<file path="config.mk">
export PLATFORM = sky130hd
export DESIGN_NAME = comparator_2bit_sync
export DESIGN_NICKNAME = d
export VERILOG_FILES = /design/src/rtl/comparator_2bit_sync.sv
export SDC_FILE = /design/constraint.sdc
export NUM_CORES = 1
export LEC_CHECK = 0
export BUFFER_PORTS_ARGS = -buffer_cell sky130_fd_sc_hd__buf_2
export CORE_AREA = 2 2 39 41
export DETAILED_ROUTE_END_ITERATION = 7
export DIE_AREA = 0 0 41 43
export PLACE_DENSITY = 0.36
export REMOVE_ABC_BUFFERS = 1
export SYNTH_ARGS = -nofsm -noshare
export SYNTH_HDL_FRONTEND = slang
export SYNTH_SLANG_ARGS = --single-unit
</file>
<file path="constraint.sdc">
create_clock -name clk -period 2.15 [get_ports clk]
set_input_delay 0.215 -clock clk [delete_from_list [all_inputs] [get_ports clk]]
set_output_delay 0.215 -clock clk [all_outputs]
set_load 0.02 [all_outputs]
</file>
<file path="src/rtl/comparator_2bit_sync.sv">
// comparator_2bit_sync
// Registered unsigned magnitude comparator for two WIDTH-bit operands.
// The compare result is a gate-level MSB-first cascade. The flags are
// registered one clock after an accepted input. They hold their value
// while in_valid is low.
module comparator_2bit_sync #(
  parameter int WIDTH = 2
) (
  input  logic             clk,
  input  logic             rst,
  input  logic             in_valid,
  input  logic [WIDTH-1:0] A,
  input  logic [WIDTH-1:0] B,
  output logic             out_valid,
  output logic             A_eq_B,
  output logic             A_gt_B,
  output logic             A_lt_B
);

  // Per-bit equal / greater / less terms.
  logic [WIDTH-1:0] bit_eq_s;
  logic [WIDTH-1:0] bit_gt_s;
  logic [WIDTH-1:0] bit_lt_s;

  // Cascade results.
  logic eq_s;
  logic gt_s;
  logic lt_s;

  // Registered state and its next-state values.
  logic valid_q, valid_d;
  logic eq_q, eq_d;
  logic gt_q, gt_d;
  logic lt_q, lt_d;

  // Per-bit compare terms, evaluated independently for every bit position.
  always_comb begin
    bit_eq_s = ~(A ^ B);
    bit_gt_s = A & ~B;
    bit_lt_s = ~A & B;
  end

  // MSB-first cascade.
  // The running eq_s is the AND of e_j over all bits above bit i.
  // That value gates g_i and l_i, so only the highest differing bit decides.
  always_comb begin
    eq_s = 1'b1;
    gt_s = 1'b0;
    lt_s = 1'b0;
    for (int i = WIDTH - 1; i >= 0; i--) begin
      gt_s = gt_s | (eq_s & bit_gt_s[i]);
      lt_s = lt_s | (eq_s & bit_lt_s[i]);
      eq_s = eq_s & bit_eq_s[i];
    end
  end

  // Next state: load a fresh result on an accepted input, otherwise hold.
  // Because the mux selects the held flags when in_valid is low, unknown
  // operands in an idle cycle cannot reach the flag registers.
  always_comb begin
    valid_d = in_valid;
    if (in_valid) begin
      eq_d = eq_s;
      gt_d = gt_s;
      lt_d = lt_s;
    end else begin
      eq_d = eq_q;
      gt_d = gt_q;
      lt_d = lt_q;
    end
  end

  // Output registers with a synchronous reset that takes priority over in_valid.
  always_ff @(posedge clk) begin
    if (rst) begin
      valid_q <= 1'b0;
      eq_q    <= 1'b0;
      gt_q    <= 1'b0;
      lt_q    <= 1'b0;
    end else begin
      valid_q <= valid_d;
      eq_q    <= eq_d;
      gt_q    <= gt_d;
      lt_q    <= lt_d;
    end
  end

  assign out_valid = valid_q;
  assign A_eq_B    = eq_q;
  assign A_gt_B    = gt_q;
  assign A_lt_B    = lt_q;

endmodule

</file>
# After elaboration in Yosys (flattened, before gate mapping)
# Cells that the tools add are included.
[op_classes]
bitwise = 11
[ops]
columns = ["operator", "count"]
rows = [
  ["inverter 2 bit", 3],
  ["AND 2 bit", 2],
  ["AND 1 bit", 3],
  ["bitwise OR 1 bit", 2],
  ["XOR 2 bit", 1],
]
[totals]
regBits = 4
input_bits = 7
out_inout_bits = 4
elab_cells = 15

# Longest topological paths before layout
[depth]
word_depth = 4
mapped_depth = 4

# Worst setup path before layout
# No wires, ideal clock.
[synth_path]
path_kind = "input -> register"
startpoint = "input port A[1]"
endpoint = "register lt_q, in the netlist A_lt_B"
setup_ps = 86
t_arrival_ps = 784
setup_slack_ps = 1280
stages = 4
path_buffers = 0
path_cell_list = "inv_1 -> ha_1 -> a21oi_1 -> a211oi_1"
[synth_between]
elab_chain_cells = 4
[synth_rtl]
columns = ["item", "line", "rtl"]
rows = [
  ["from (decl)", "12", "input logic [WIDTH-1:0] A,"],
  ["XOR 2 bit", "38", "bit_eq_s = ~(A ^ B);"],
  ["inverter 2 bit", "38", ""],
  ["AND 1 bit", "52", "lt_s = lt_s | (eq_s & bit_lt_s[i]);"],
  ["bitwise OR 1 bit *", "52", ""],
  ["to (signal assigned)", "84", "lt_q <= lt_d;"],
  ["to (decl)", "34", "logic lt_q, lt_d;"],
]
# Every way passes the cells marked *; elsewhere a longest branch is shown, timed or not.
# A chain may end at the register's enable or synchronous reset.

# Worst setup path in the final report
[layout_path]
startpoint = "register eq_q, in the netlist A_eq_B"
endpoint = "output port A_eq_B"
[layout_lines]
columns = ["item", "line", "rtl"]
rows = [
  ["from (decl)", "32", "logic eq_q, eq_d;"],
  ["from (signal assigned)", "82", "eq_q <= eq_d;"],
  ["to (decl)", "15", "output logic A_eq_B,"],
]
# No word-level cell between the ends.

==> flow_summary.yaml <==
yosys:
  ys_warn_count: 0
  synth-edff-count: 0
  synth_adder_area_share_pct: 25.00
  synth_xor_area_share_pct: 0
  synth-simple-area-share_pct: 12.50
  yosys-top-cells-count: "dfxtp_1, ha_1, inv_1, a21oi_1"
  synth_cells: 22
  syn_area_um2: 200.2
  ys_ff_latch: 4
  ys_seq_area_share_pct: 40.00
  synthTopCellsByArea: "dfxtp_1, ha_1, a21oi_1"
  synth_mux_area_share_pct: 0
  async_flop_share_pct: 0
  ys_types: 9
  avgSynthCellArea_um2: 9.100
  synth_top_family_by_area: "adder cells"
  synth_top_cell_area_share_pct: 40.00
  ys.flop_type: "dfxtp_1"
  synth_top_area_cell: "dfxtp_1"
  synth_compound_area_share_pct: 15.00
power_and_ir_drop:
  power.switching_uw: 47.62
  p_seq_share_pct: 40.0
  switching_share_pct: 23.41
  ir_worst_vdd_mv: 0.1083
  p_per_area_nw_per_um2: 694.8
  clkPwrFrac_pct: 43.7
  p_int_uw: 155.8
  power.leakage_uw: 0.0001574
  pwr-share-comb_pct: 16.3
critical_path:
  crit_family: "flip-flops"
  cp_num_buf_inv: 1
  critPathKind: "flip-flop to output pin"
  cpMaxStageDelayCell: "dfxtp_1"
  cp_cell_sequence: "buf_2"
  rrSetupSlack_ns: 1.51
  cp_max_fo: 2
  start_kind: "flip-flop"
  r2r-end: "A_lt_B"
  crit_required_ns: 1.93
  worstReg2RegStart: "A_lt_B"
  critPathArrivalTime_ns: 0.71
  crit_path_start: "A_eq_B"
  r2r_cells: 2
  cpPeakStageDelay_ns: 0.32
  end_kind: "output pin"
route:
  via_per_inst: 3.706
  drtIter0Drc: 0
  drcViolationCount: 0
  wl_per_cell_um: 7.431
  antenna_left: 0
  drt_first_pass_iters: 1
  vias: 189
  wirelength_um: 379
sta:
  max_freq_mhz: 1076
  whs_ns: 0.1885
  slew_headroom_pct: 88.40
  final-hold-violation-count: 0
  fin_skew_ns: 0
  max_slew.worst_pin.slew_ns: 0.1729
  finalCritPeriodShare_pct: 43.23
  slew_viol_final: 0
  final.setup.tns_ns: 0
  period_minus_slack_ns: 0.9294
  final.setup.worst_slack_ns: 1.221
  rsz0062_at_grt: "no"
  setup_viol: 0
finish:
  final_area_um2: 292.8
  instances_no_fill: 51
  finalNetCount: 48
  area_delta_synth_final_pct: 46.25
  fillers: 159
  drive_above_1_share_pct: 37.14
  diodes: 0
outcome:
  status: "finished clean"
clocking:
  numCtsBuffers: 3
  cts_tree: "done"
  htree_levels: 1
  clock_sinks: 4
  postCtsSetupBuffers: 0
  clk_path_buf_depth: 2
  post_cts_resized: 0
  worstSkewPairLatency_ns: 0.23
  clk_pin_slew_ns: 0.03
  cts-root-buf: "clkbuf_4"
  hold_buffers: 0
placement:
  pre_cts_slack_ns: 1.096
  numPlacedInstances: 48
  gp_congestion: 0.5936
  dpl_cell_area_um2: 270.3
  hpwl_um: 340.9
  io_buffers: 10
grt:
  antenna_found_initial: 0
  grt.total_usage_pct: 5.311
  first_global_vias: 167
  grt_pass1_wl_um: 565
  overflow: 0
  grt_max_degree: 8
floorplan:
  die_x_um: 41
  num_io_pins: 11
  initial_core_util_pct: 14.47
  dieHeight_um: 43
  core_um2: 1384
  num_rows: 14
  dieArea_um2: 1763
job:
  cap_viol_max_count: 0
min_path:
  hold_path_depth: 2
  hp-class: "input port to flip-flop"
  hold_end: "A_eq_B"
  min_from: "rst"
## state kept, by name (all words and copies together), names as in the netlist
name	count
out_valid	1
A_lt_B	1
A_gt_B	1
A_eq_B	1
## worst max path at each step
stage          cells after the start  endpoint  slack [ns]
6_report                           1    A_eq_B        1.22
3_5_place_dp                       5    A_lt_B        1.10
3_3_place_gp                       5    A_lt_B        1.13
5_1_grt                            1    A_eq_B        1.18
4_1_cts                            1    A_eq_B        1.20
2_1_floorplan                      4    A_lt_B        1.28
## power by group through the flow
stage          logic [uW]  clock network, uW  registers, uW
2_1_floorplan        12.2                  0           88.3
3_3_place_gp         32.8                  0           82.1
3_5_place_dp         33.5                  0           82.5
4_1_cts              33.7               93.0           81.5
5_1_grt              37.8               95.6           81.8
6_report             33.1               89.0           81.3
## area by class of cell
cell class | count | area, um2 | area share (%)
timing repair buffer | 10 | 50.05 | 17.09
tap | 16 | 20.02 | 6.838
multi-input combinational | 14 | 105.1 | 35.90
clock buffer | 3 | 22.52 | 7.692
inverter | 4 | 15.01 | 5.128
sequential | 4 | 80.08 | 27.35
## layer usage
| layer | GRT usage (%) | wire (um) |
|---|---|---|
| met1 | 5.112 | 167 |
| met2 | 6.875 | 126 |
| met3 | 1.571 | 66 |
| met4 | 8.000 | 18 |
| met5 | 0 | 0 |
## layout by cell type, fill, tap and decap left out
cell type | netlist | final
nand2b_1 | 1 | 1
nor2b_1 | 1 | 1
dfxtp_1 | 4 | 4
nand3_1 | 1 | 1
nor2_1 | 2 | 2
ha_1 | 4 | 4
inv_1 | 4 | 4
a21oi_1 | 3 | 3
buf_2 | 0 | 10
clkbuf_4 | 0 | 3
a211oi_1 | 2 | 2
## cell families after synthesis
family	count (synthesis)
flip-flops	4
adder cells (fa/ha/maj)	4
AND/OR/NAND/NOR	5
AO/OA/AOI/OAI	5
buffers and inverters	4
## through the flow
stage          util [%]  total power [uW]
6_report          21.16             203.4
5_1_grt           21.16             215.1
4_1_cts           21.16             208.1
3_5_place_dp      19.53             116.0
3_3_place_gp      19.53             114.9
2_1_floorplan         -             100.5
Power figures use the tool's default switching activity.
